[config.mk]
export PLATFORM = sky130hd
export DESIGN_NAME = freq_lock_controller
export DESIGN_NICKNAME = d
export VERILOG_FILES = /design/src/rtl/freq_lock_controller.sv
export SDC_FILE = /design/constraint.sdc
export NUM_CORES = 1
export LEC_CHECK = 0
export ABC_AREA = 1
export CAP_MARGIN = 10
export CORE_ASPECT_RATIO = 0.5
export CORE_MARGIN = 3
export CORE_UTILIZATION = 55
export DETAILED_ROUTE_END_ITERATION = 7
export GPL_TIMING_DRIVEN = 1
export PLACE_DENSITY_LB_ADDON = 0.12
export SYNTH_ARGS = -nofsm -noshare
export SYNTH_HDL_FRONTEND = slang
export SYNTH_SLANG_ARGS = --single-unit
[constraint.sdc]
create_clock -name i_clk -period 3.9 [get_ports i_clk]
set_input_delay 0.39 -clock i_clk [delete_from_list [all_inputs] [get_ports i_clk]]
set_output_delay 0.39 -clock i_clk [all_outputs]
set_load 0.01 [all_outputs]
[src/rtl/freq_lock_controller.sv]
// Supervises the sync-frequency counter: restart sequencing, jitter-rejecting qualification, lock/loss-of-signal.
// All outputs registered; f_out/f_upd/locked follow the qualifying f_valid by one clock, no input backpressure.
module freq_lock_controller #(
   parameter int W       = 14,
   parameter int TOL     = 1,
   parameter int N_AGREE = 3,
   parameter int TIMEOUT = 8192,
   parameter int TW      = 16
) (
   input  logic         i_clk,
   input  logic         i_reset_n,
   input  logic         i_enable,
   input  logic [W-1:0] i_f_in,
   input  logic         i_f_valid,
   output logic         o_counter_clr,
   output logic [W-1:0] o_f_out,
   output logic         o_f_upd,
   output logic         o_locked,
   output logic         o_lost
);
   localparam int              AW    = $clog2(N_AGREE + 1);
   localparam int              WP    = W + 1;
   localparam logic [AW-1:0]   N_CNT = AW'(N_AGREE);
   localparam logic [AW-1:0]   ONE   = AW'(1);
   localparam logic [TW-1:0]   T_CNT = TW'(TIMEOUT);
   localparam logic signed [W:0] TOL_V = $signed(WP'(TOL));

   typedef enum logic [2:0] {
      S_IDLE, S_CLEAR, S_DISCARD, S_ACQUIRE, S_LOCKED, S_LOST
   } state_t;

   state_t        r_state, w_state_nxt;
   logic [W-1:0]  r_ref, w_ref_nxt;
   logic [W-1:0]  r_cand, w_cand_nxt;
   logic [W-1:0]  r_f_out, w_f_out_nxt;
   logic [AW-1:0] r_agree, w_agree_nxt;
   logic [AW-1:0] r_dev, w_dev_nxt;
   logic [TW-1:0] r_tmo, w_tmo_nxt, w_tmo_inc;
   logic          r_clr_cnt, w_clr_cnt_nxt;
   logic          r_f_upd, w_f_upd_nxt;
   logic          r_locked, w_locked_nxt;
   logic          r_lost, w_lost_nxt;
   logic          r_counter_clr;
   logic          w_timeout;

   // Difference taken on W+1 signed bits so words at opposite ends of the range never wrap into agreement.
   function automatic logic near(input logic [W-1:0] a, input logic [W-1:0] b);
      logic signed [W:0] d;
      d = $signed({1'b0, a}) - $signed({1'b0, b});
      if (d[W]) d = -d;
      return (d <= TOL_V);
   endfunction

   assign w_timeout = (r_tmo == T_CNT);
   assign w_tmo_inc = w_timeout ? r_tmo : r_tmo + TW'(1);

   always_comb begin
      w_state_nxt   = r_state;
      w_ref_nxt     = r_ref;
      w_cand_nxt    = r_cand;
      w_agree_nxt   = r_agree;
      w_dev_nxt     = r_dev;
      w_tmo_nxt     = r_tmo;
      w_clr_cnt_nxt = 1'b0;
      w_f_out_nxt   = r_f_out;
      w_f_upd_nxt   = 1'b0;
      w_locked_nxt  = r_locked;
      w_lost_nxt    = r_lost;
      if (!i_enable) begin
         w_state_nxt  = S_IDLE;
         w_agree_nxt  = '0;
         w_dev_nxt    = '0;
         w_tmo_nxt    = '0;
         w_locked_nxt = 1'b0;
         w_lost_nxt   = 1'b0;
      end else begin
         case (r_state)
            S_IDLE: w_state_nxt = S_CLEAR;
            S_CLEAR: begin
               if (r_clr_cnt) begin
                  w_state_nxt = S_DISCARD;
                  w_tmo_nxt   = '0;
               end else begin
                  w_clr_cnt_nxt = 1'b1;
               end
            end
            S_DISCARD, S_ACQUIRE, S_LOCKED: begin
               if (i_f_valid) begin
                  w_tmo_nxt = '0;
                  if (r_state == S_DISCARD) begin
                     w_state_nxt = S_ACQUIRE;
                     w_agree_nxt = '0;
                  end else if (r_state == S_ACQUIRE) begin
                     if (r_agree == '0 || !near(i_f_in, r_ref)) begin
                        w_ref_nxt   = i_f_in;
                        w_agree_nxt = ONE;
                     end else begin
                        w_agree_nxt = r_agree + ONE;
                     end
                     if (w_agree_nxt == N_CNT) begin
                        w_f_out_nxt  = w_ref_nxt;
                        w_f_upd_nxt  = (w_ref_nxt != r_f_out);
                        w_locked_nxt = 1'b1;
                        w_lost_nxt   = 1'b0;
                        w_agree_nxt  = '0;
                        w_dev_nxt    = '0;
                        w_state_nxt  = S_LOCKED;
                     end
                  end else if (near(i_f_in, r_f_out)) begin
                     w_dev_nxt = '0;
                  end else begin
                     if (r_dev == '0 || !near(i_f_in, r_cand)) begin
                        w_cand_nxt = i_f_in;
                        w_dev_nxt  = ONE;
                     end else begin
                        w_dev_nxt = r_dev + ONE;
                     end
                     if (w_dev_nxt == N_CNT) begin
                        w_f_out_nxt = w_cand_nxt;
                        w_f_upd_nxt = 1'b1;
                        w_dev_nxt   = '0;
                     end
                  end
               end else if (w_timeout) begin
                  w_state_nxt  = S_LOST;
                  w_locked_nxt = 1'b0;
                  w_lost_nxt   = 1'b1;
                  w_tmo_nxt    = '0;
                  w_agree_nxt  = '0;
                  w_dev_nxt    = '0;
               end else begin
                  w_tmo_nxt = w_tmo_inc;
               end
            end
            S_LOST: if (i_f_valid) w_state_nxt = S_CLEAR;
            default: w_state_nxt = S_IDLE;
         endcase
      end
   end

   always_ff @(posedge i_clk) begin
      if (!i_reset_n) begin
         r_state       <= S_IDLE;
         r_ref         <= '0;
         r_cand        <= '0;
         r_f_out       <= '0;
         r_agree       <= '0;
         r_dev         <= '0;
         r_tmo         <= '0;
         r_clr_cnt     <= 1'b0;
         r_f_upd       <= 1'b0;
         r_locked      <= 1'b0;
         r_lost        <= 1'b0;
         r_counter_clr <= 1'b1;
      end else begin
         r_state       <= w_state_nxt;
         r_ref         <= w_ref_nxt;
         r_cand        <= w_cand_nxt;
         r_f_out       <= w_f_out_nxt;
         r_agree       <= w_agree_nxt;
         r_dev         <= w_dev_nxt;
         r_tmo         <= w_tmo_nxt;
         r_clr_cnt     <= w_clr_cnt_nxt;
         r_f_upd       <= w_f_upd_nxt;
         r_locked      <= w_locked_nxt;
         r_lost        <= w_lost_nxt;
         r_counter_clr <= (w_state_nxt == S_IDLE) || (w_state_nxt == S_CLEAR);
      end
   end

   assign o_counter_clr = r_counter_clr;
   assign o_f_out       = r_f_out;
   assign o_f_upd       = r_f_upd;
   assign o_locked      = r_locked;
   assign o_lost        = r_lost;
endmodule

==> results of run 1 <==
repair_timing:
item | in CTS | in global routing
endpoints found under the setup margin | 18 | 38
setup buffers | 12 | 14
cloned | 4 | 1
gates resized for setup | 29 | 119
pin swaps | 9 | 49
layer usage:
layer  GRT usage  up-vias
met5           0        -
met4      0.0962        0
met3      0.0726      101
met2       0.524      506
met1       0.403     4625
li1            -     4958
flip-flops by register name, summed over array words and instances, names as in the netlist:
signal	count
r_tmo	16
o_f_out	14
o_counter_clr	1
r_cand	14
r_clr_cnt	1
o_locked	1
r_ref	14
o_f_upd	1
o_lost	1
r_state	3
r_agree	2
r_dev	2
through the flow:
step | instances | hold WS, ns | total power [mW] | instance area [um^2]
detailed placement | 1791 | 0.437 | 1.47 | 9890
CTS | 1823 | 0.448 | 2.32 | 10400
finish | 1837 | 0.446 | 2.38 | 11000
floorplan | 1386 | 0.441 | 1.15 | 7880
global route | 1837 | 0.481 | 2.50 | 11000
global placement | 1791 | 0.435 | 1.46 | 9890
critical path, stage by stage:
cell,delay [ns]
clkdlybuf4s50_1,0.46
buf_4,0.19
ha_1,0.44
nand2_1,0.10
nor2_1,0.25
nand3b_1,0.16
nand2_2,0.17
clkinv_4,0.11
nand2_1,0.10
xor2_1,0.15
nand2_1,0.09
a21oi_2,0.13
nand3_1,0.10
nand2_1,0.11
nand2_2,0.07
nor2_4,0.17
nor2_4,0.07
nor2_4,0.13
buf_6,0.12
nand4_4,0.10
nand2_8,0.18
nand2_8,0.10
nand2_1,0.09
nand2_1,0.05
nor2_1,0.11
logic make-up (layout without fill, tap and decap cells):
group,Yosys count,count (layout),share of synthesized area
AND/OR/NAND/NOR,796,799,0.437
buffers and inverters,260,516,0.129
flip-flops,70,70,0.178
adder cells (fa/ha/maj),52,52,0.0855
XOR/XNOR,33,33,0.0405
AO/OA/AOI/OAI,175,175,0.130
final cells by class:
| class | instances | area, um^2 | area share |
|---|---|---|---|
| sequential | 70 | 1410 | 0.128 |
| timing repair buffer | 266 | 2180 | 0.198 |
| multi-input combinational | 1059 | 6000 | 0.545 |
| clock inverter | 3 | 42.5 | 0.00386 |
| clock buffer | 13 | 260 | 0.0236 |
| inverter | 234 | 888 | 0.0806 |
| tap | 192 | 240 | 0.0218 |
how the worst max path moves through the flow:
| stage | end | cells after the start | slack (ns) | startpoint |
|---|---|---|---|---|
| 2_1_floorplan | o_f_upd$_SDFF_PP0_ | 32 | 0.44 | i_f_in[0] |
| 3_3_place_gp | o_f_out[0]$_SDFFE_PN0P_ | 28 | -0.42 | i_f_in[0] |
| 3_5_place_dp | o_f_out[13]$_SDFFE_PN0P_ | 27 | -0.52 | i_f_in[0] |
| 4_1_cts | r_cand[9]$_SDFFE_PN0P_ | 21 | 0.05 | i_f_in[5] |
| 5_1_grt | o_f_upd$_SDFF_PP0_ | 31 | -0.31 | r_ref[0]$_SDFFE_PN0P_ |
| 6_report | o_f_out[13]$_SDFFE_PN0P_ | 25 | 0.01 | i_f_in[13] |
cells in the final DEF, fill, tap and decap left out, types with 13 or more instances in the layout:
cell type / count
a21oi_1: 71
a21oi_2: 13
buf_4: 220
clkdlybuf4s50_1: 29
dfxtp_1: 69
ha_1: 34
inv_1: 218
nand2_1: 401
nand2_2: 31
nand3_1: 149
nand3_2: 14
nand4_1: 25
nor2_1: 127
nor2_2: 13
o21ai_0: 32
o21ai_1: 14
xor2_1: 22
power groups by stage:
stage	Clock, mW	Sequential [mW]	Combinational [mW]
CTS	0.846	0.717	0.754
floorplan	0	0.732	0.422
global route	0.879	0.716	0.907
finish	0.844	0.716	0.825
global placement	0	0.732	0.725
detailed placement	0	0.732	0.742
==> run metrics, run 1 <==
outcome=completed; initial drt markers=1,025; post-synth cell types=56; Num CTS Buffers=9; port bufs=35; Die H=90.6 um; first-pass GRT wire length=41.6 mm; Routed Antenna Nets=0; dpl hpwl=19.2 mm; crit path DAT=4.17 ns; PD cells=216 mW/mm^2; vias in the first global route=9,059; sw power=0.770 mW; fillers=957; Tightest Pin Transition=0.834 ns; area added between synthesis and finish=39.9%; n_diodes=0; combinational cell fraction of total power=0.346; die footprint=0.0159 mm^2; antenna violations before repair=0; minimum clock period=3.89 ns; clk_skew=0.00678 ns; worst-skew pair later-pin latency=0.34 ns; final net count=1,710; YS warnings=0; Worst R2R Path Depth=31; Hold Crit Start=o_locked$_SDFFE_PN0P_; Mapped Cells=1,386; r2r setup slk=0.01 ns; setup TNS=0 ns; biggest area consumer among synthesized cells=nand2_1; Hold Crit Depth=2; fmax=257 MHz; reg2reg start=r_ref[0]$_SDFFE_PN0P_; DIE WIDTH=175 um; most numerous cell in the Yosys netlist=nand2_1; CP Max Fanout=10; R2R Path End=o_f_upd$_SDFF_PP0_; Setup crit start kind=primary input; Post-synth top cells=421 x nand2_1, 225 x inv_1, 160 x nand3_1; syn avg cell area=5.68 um^2; Seq cells post-synth=70; DR top layer=met4; Clk pwr share=0.354; Final Wtd Congestion=0.984; total of max-cap violations=0; first drt pass iteration count=6; IO Pins=36; DR WL/cell=14.9 um; met3 WL=2.65 mm; Sw Share=0.323; # setup viols final=0; Peak VDD IR=297 uV; share of power burned in registers=0.300; Post-synth ARST share=0; Synth area leaders=nand2_1 20%, dfxtp_1 18%, inv_1 11%; post-synth top area share=0.201; leak pwr=5.39 nW; initial core utilization=0.572; share of cells above drive strength 1=0.240; GRT Total Usage=0.314; largest net degree at the start of global routing=33; Slew Limit Headroom=0.439; CTS tree=done; Worst-path clk slew=0.06 ns; WS Path Type=in2reg; hold buffer count at cts=0; DP Worst Slack=-0.522 ns; metal2 WL=12.6 mm; fin worst setup slack=0.00979 ns; # DRC=0; Post-synth EDFFs=0; top_reg_cell synth=dfxtp_1; Pins Over Slew Limit=0; Synth Cell Area=0.00788 mm^2; hold endpoint=o_locked$_SDFFE_PN0P_; CTS H-Tree Depth=3; total number of clock tree sinks=70; met1 WL=11.2 mm; register area share after synthesis=0.178; Pint=1.61 mW; core area=0.0138 mm^2; root buf cell=clkbuf_16; final WL=27.3 mm; vias post-DR=10,200; min-delay worst type=reg2reg; Worst EP required=4.17 ns; Via density=5.55; row cnt=30; critical path endpoint category=flop; Syn Nets=1,456; Tcrit/Tclk final=0.997; Core Util, Final=0.800; Clock Tree Buf Depth=2; total global routing overflow=0; Final Hold Vio Count=0
(Power assumes the default switching activity.)
==> run 2: changes to the inputs <==
- CAP_MARGIN: 10 -> unset
- MAX_ROUTING_LAYER: unset -> met4
==> run metrics, run 2 (same netlist as run 1, synthesis figures left out) <==
crit path DAT=4.07 ns (-0.10 ns); Final Hold Vio Count=0 (unchanged); vias in the first global route=9,141 (+0.91%); CTS H-Tree Depth=3 (unchanged); Buf/Inv on CP=5 (+1); total global routing overflow=0 (unchanged); worst-skew pair later-pin latency=0.34 ns (about the same); Num CTS Buffers=9 (unchanged); Slew Limit Headroom=0.434 (-0.00449); Hold Crit Start=o_locked$_SDFFE_PN0P_; reg2reg start=r_ref[0]$_SDFFE_PN0P_; # setup viols final=0 (unchanged); dpl hpwl=19.8 mm (+3.1%); core area=0.0138 mm^2 (unchanged); outcome=completed; Final Power=2.29 mW (-4.0%); R2R Path End=o_f_upd$_SDFF_PP0_; CP cell instances=clkdlybuf4s50_1 -> buf_4 -> ha_2 -> inv_1 -> o21ai_2 -> a21oi_1 -> nand3_1 -> nand2_1 -> inv_1 -> o21ai_1 -> nand2_1 -> xor2_4 -> nand3_1 -> nand2_2 -> nand3_2 -> nor2_4 -> nor2_4 -> nor2_4 -> buf_12 -> nand2_1 -> nand3_1 -> o21ai_0 -> nor2_1 -> nor2_1; most frequent cells in the layout=402 x nand2_1, 219 x inv_1, 215 x buf_4, 151 x nand3_1, 127 x nor2_1; critical path endpoint category=flop; CTS tree=done; Pins Over Slew Limit=0 (unchanged); Crit path max-delay family=simple AND/OR/NAND/NOR gates; WS Path Type=in2reg; leak pwr=5.36 nW (-0.46%); hold endpoint=o_locked$_SDFFE_PN0P_; area added between synthesis and finish=38.1%; n_diodes=0 (unchanged); minimum clock period=3.83 ns (-0.0598 ns); Routed Antenna Nets=0 (unchanged); Via density=5.47 (-1.4%); DIE WIDTH=175 um (unchanged); Clock Tree Buf Depth=2 (unchanged); clk_skew=0.00843 ns (+0.00165 ns); IO Pins=36 (unchanged); DR WL/cell=14.4 um (-3.0%); Peak VDD IR=222 uV (-25%); r2r setup slk=0.18 ns (+0.17 ns); GRT Total Usage=0.317 (+0.00305); vias post-DR=10,000 (-1.6%); Worst EP required=4.14 ns (-0.03 ns); die footprint=0.0159 mm^2 (unchanged); Hold Crit Depth=2 (unchanged); row cnt=30 (unchanged); fmax=261 MHz (+1.6%); Most flops, register=r_tmo; Worst-path clk slew=0.06 ns (about the same); initial drt markers=874 (-15%); port bufs=35 (unchanged); PD cells=210 mW/mm^2 (-2.8%); Core Util, Final=0.789 (-0.0104); total of max-cap violations=0 (unchanged); Setup crit start kind=primary input; CP Max Fanout=7 (-3); antenna violations before repair=0 (unchanged); Final Wtd Congestion=0.994 (+1.1%); fillers=1,070 (+12%); first-pass GRT wire length=41.0 mm (-1.4%); final WL=26.5 mm (-3.2%); share of cells above drive strength 1=0.232 (-0.00795); # DRC=0 (unchanged); Crit-path slowest cell=clkdlybuf4s50_1; final net count=1,706 (-0.23%); CP max stage delay=0.51 ns (+0.05 ns); Die H=90.6 um (unchanged); root buf cell=clkbuf_16; RSZ-0062 raised after global routing=yes; Tightest Pin Transition=0.841 ns (+0.00667 ns); min-delay worst type=reg2reg; initial core utilization=0.572 (unchanged); first drt pass iteration count=6 (unchanged); total number of clock tree sinks=70 (unchanged); largest net degree at the start of global routing=33 (unchanged); Worst R2R Path Depth=31 (unchanged); max reg flops=16 (unchanged); commonest non-fill, non-tap cell in the layout=nand2_1; Tcrit/Tclk final=0.982 (-0.0153)
[run 2: changes by cell type in the layout (fill, tap and decap cells not counted), sizes merged]
cell and change:
buf -4, dlygate4sd2 -1, bufinv -1, clkinv +2
clkdlybuf4s50 -1, dlymetal6s2s +1
[run 2: per-stage QoR]
| step | setup WS [ns] | setup TNS [ns] | cells | hold WS (ns) | area [um^2] |
|---|---|---|---|---|---|
| after floorplan | 0.437 | 0 | 1386 | 0.441 | 7880 |
| after global placement | -0.421 | -11.48 | 1795 | 0.434 | 9920 |
| after detailed placement | -0.561 | -15.62 | 1795 | 0.439 | 9920 |
| after CTS | 0.0332 | 0 | 1818 | 0.455 | 10300 |
| after global routing | -0.0865 | -0.377 | 1833 | 0.482 | 10900 |
| final | 0.0696 | 0 | 1833 | 0.454 | 10900 |
[run 2: what timing repair did]
action	4_1_cts	5_1_grt
hold buffers	0	0
gates cloned	1	4
pin swaps	10	45
setup endpoints to repair	17	36
buffers inserted	6	11
gates resized for setup	12	115
[run 2: layer usage]
| layer | track usage | vias up | share of wire |
|---|---|---|---|
| met1 | 0.403 | 4579 | 0.43 |
| met5 | - | - | 0 |
| met4 | 0.0915 | 0 | 0.026 |
| met2 | 0.515 | 418 | 0.46 |
| met3 | 0.0617 | 79 | 0.081 |
| li1 | - | 4948 | - |
[run 2: power by group]
part | leakage (nW) | switching [mW] | internal [mW] | total (mW)
clock network | 0.132 | 0.309 | 0.444 | 0.753
logic | 4.67 | 0.448 | 0.371 | 0.819
registers | 0.565 | 0.000848 | 0.715 | 0.716
[run 2: cell type report]
class                   instances  area (um^2)  share of cell area
clock buffers                  12          246              0.0227
clock inverters                 4         22.5             0.00207
inverters                     234          888              0.0817
multi-input cells            1059         5900               0.542
flip-flops and latches         70         1410               0.129
well taps                     192          240              0.0221
repair buffers                262         2180               0.200
[run 2: worst reg2reg max path, delay by kind of cell (launching register included)]
kind	cells	cell delay [ns]
compound gates	1	0.04
fa+ha+maj	3	0.76
buf+inv	4	0.38
flops	1	0.36
simple gates	23	2.07
[run 2: worst max-delay path by stage]
stage               slack, ns                  start  cells after the start                      end
finish                   0.07              i_f_in[8]                     24  o_f_out[5]$_SDFFE_PN0P_
floorplan                0.44              i_f_in[0]                     32       o_f_upd$_SDFF_PP0_
detailed placement      -0.56              i_f_in[0]                     28  o_f_out[4]$_SDFFE_PN0P_
CTS                      0.03              i_f_in[0]                     29  o_f_out[6]$_SDFFE_PN0P_
global route            -0.09  r_ref[0]$_SDFFE_PN0P_                     31       o_f_upd$_SDFF_PP0_
global placement        -0.42              i_f_in[0]                     29  o_f_out[7]$_SDFFE_PN0P_
==> run 3: changes to the inputs <==
- CORE_MARGIN: 3 -> unset
- clock period: 3.9 -> 3.75 ns (I/O delays scaled with it)
==> run metrics, run 3 (same netlist as run 1, synthesis figures left out) <==
WS Path Type=reg2reg; initial drt markers=1,024 (+17%); worst-skew pair later-pin latency=0.34 ns (about the same); failing checks=setup timing; antenna violations before repair=0 (unchanged); Final Wtd Congestion=0.961 (-3.4%); Most common cell on crit path=nand2_1; DR WL/cell=16.1 um (+12%); Tcrit/Tclk final=1.06; Crit-path slowest cell=dfxtp_1; fillers=911 (-15%); critical path endpoint category=flop; commonest non-fill, non-tap cell in the layout=nand2_1; leak pwr=5.58 nW (+4.0%); Peak VDD IR=321 uV (+45%); CP Max Fanout=6 (-1); CP max stage delay=0.32 ns (-0.19 ns); Buf/Inv on CP=5 (unchanged); # DRC=0 (unchanged); CTS tree=done; minimum clock period=3.96 ns; root buf cell=clkbuf_16; first-pass GRT wire length=42.7 mm (+4.2%); Setup crit start kind=flop; Clock Tree Buf Depth=2 (unchanged); Crit path max-delay family=simple AND/OR/NAND/NOR gates; outcome=finished with violations; IO Pins=36 (unchanged); first drt pass iteration count=6 (unchanged); Final Hold Vio Count=0 (unchanged); port bufs=35 (unchanged); initial core utilization=0.572 (unchanged); fmax=253 MHz; most frequent cells in the layout=382 x nand2_1, 241 x buf_4, 217 x inv_1, 142 x nand3_1, 112 x nor2_1; min-delay worst type=reg2reg; DIE WIDTH=171 um (-2.3%); hold buffer count at cts=0 (unchanged); share of cells above drive strength 1=0.277 (+0.0454); Slew Limit Headroom=0.444 (+0.00939); Pins Over Slew Limit=0 (unchanged); row cnt=30 (unchanged); Non-Filler Instances=1,867 (+1.9%); Via density=5.76 (+5.3%); Hold Crit Depth=2 (unchanged); number of cells on the critical path=25 (+4.2%); Worst-path clk slew=0.06 ns (about the same); die footprint=0.0148 mm^2 (-6.6%); CTS H-Tree Depth=3 (unchanged); Most flops, register=r_tmo; max reg flops=16 (unchanged); fin worst setup slack=-0.208 ns (-0.278 ns); total global routing overflow=0 (unchanged); placed insts=1,822 (+1.5%); vias post-DR=10,800 (+7.3%); Tightest Pin Transition=0.827 ns (-0.0140 ns); vias in the first global route=9,170 (+0.32%); Die H=86.6 um (-4.4%); crit path DAT=4.19 ns (+0.12 ns); area added between synthesis and finish=46.4%; GRT Total Usage=0.371 (+0.0539); RSZ-0062 raised after global routing=yes; n_diodes=0 (unchanged); clk_skew=0.00621 ns (-0.00222 ns); core area=0.0138 mm^2 (unchanged); Routed Antenna Nets=0 (unchanged); total of max-cap violations=0 (unchanged); Worst EP required=3.98 ns (-0.16 ns); final WL=30.1 mm (+14%); Worst R2R Path Depth=25 (-19%); final net count=1,740 (+2.0%); PD cells=220 mW/mm^2 (+4.3%); dpl hpwl=20.3 mm (+2.5%); largest net degree at the start of global routing=33 (unchanged); total number of clock tree sinks=70 (unchanged); Num CTS Buffers=9 (unchanged); # setup viols final=28 (+28); DP Worst Slack=-0.623 ns (-0.0617 ns)
[run 3: path summary, 6_finish.rpt]
check                          startpoint                      end  slack (ns)
setup reg to reg   r_cand[2]$_SDFFE_PN0P_  o_f_out[5]$_SDFFE_PN0P_       -0.21
hold reg to reg   r_cand[10]$_SDFFE_PN0P_  r_cand[10]$_SDFFE_PN0P_        0.46
hold / removal    r_cand[10]$_SDFFE_PN0P_  r_cand[10]$_SDFFE_PN0P_        0.46
setup / recovery   r_cand[2]$_SDFFE_PN0P_  o_f_out[5]$_SDFFE_PN0P_       -0.21
[run 3: area by class of cell]
class	count	area (um^2)	area share
Clock buffer	10	239	0.0207
Tap cell	192	240	0.0208
Clock inverter	6	61.3	0.00532
Inverter	234	891	0.0772
Multi-Input combinational cell	1060	6210	0.539
Sequential cell	70	1410	0.122
Timing Repair Buffer	295	2480	0.215
[run 3: through the flow]
step / hold slack [ns] / total power, mW / cell area [um^2] / util / TNS (ns)
3_5_place_dp: 0.449 / 1.56 / 10100 / 0.735 / -20.83
3_3_place_gp: 0.437 / 1.55 / 10100 / 0.735 / -16.37
4_1_cts: 0.464 / 2.43 / 10700 / 0.774 / 0
5_1_grt: 0.477 / 2.64 / 11500 / 0.837 / -7.75
6_report: 0.465 / 2.53 / 11500 / 0.837 / -2.92
2_1_floorplan: 0.441 / 1.20 / 7880 / - / 0
[run 3: what timing repair did]
item	4_1_cts	5_1_grt
cloned	3	4
setup buffers	5	17
pin swaps	16	90
resized for setup	37	172
setup endpoints to repair	35	39
[run 3: tightest hold or removal path, stage by stage (launching register included)]
cell     delay (ns)
dfxtp_1        0.31
nand2_1        0.06
a21oi_1        0.05
[run 3: routing by layer]
| layer | global-route usage | up-vias | part of all wire |
|---|---|---|---|
| met4 | 0.120 | 0 | 0.049 |
| met3 | 0.0530 | 181 | 0.10 |
| li1 | - | 5017 | - |
| met1 | 0.474 | 4897 | 0.41 |
| met2 | 0.605 | 657 | 0.44 |
| met5 | - | - | 0 |
[run 3: power breakdown]
part           internal [mW]  switching [mW]  total (mW)
combinational          0.421           0.499       0.920
sequential             0.744        0.000794       0.745
clock                  0.530           0.337       0.867
total                   1.69           0.837        2.53
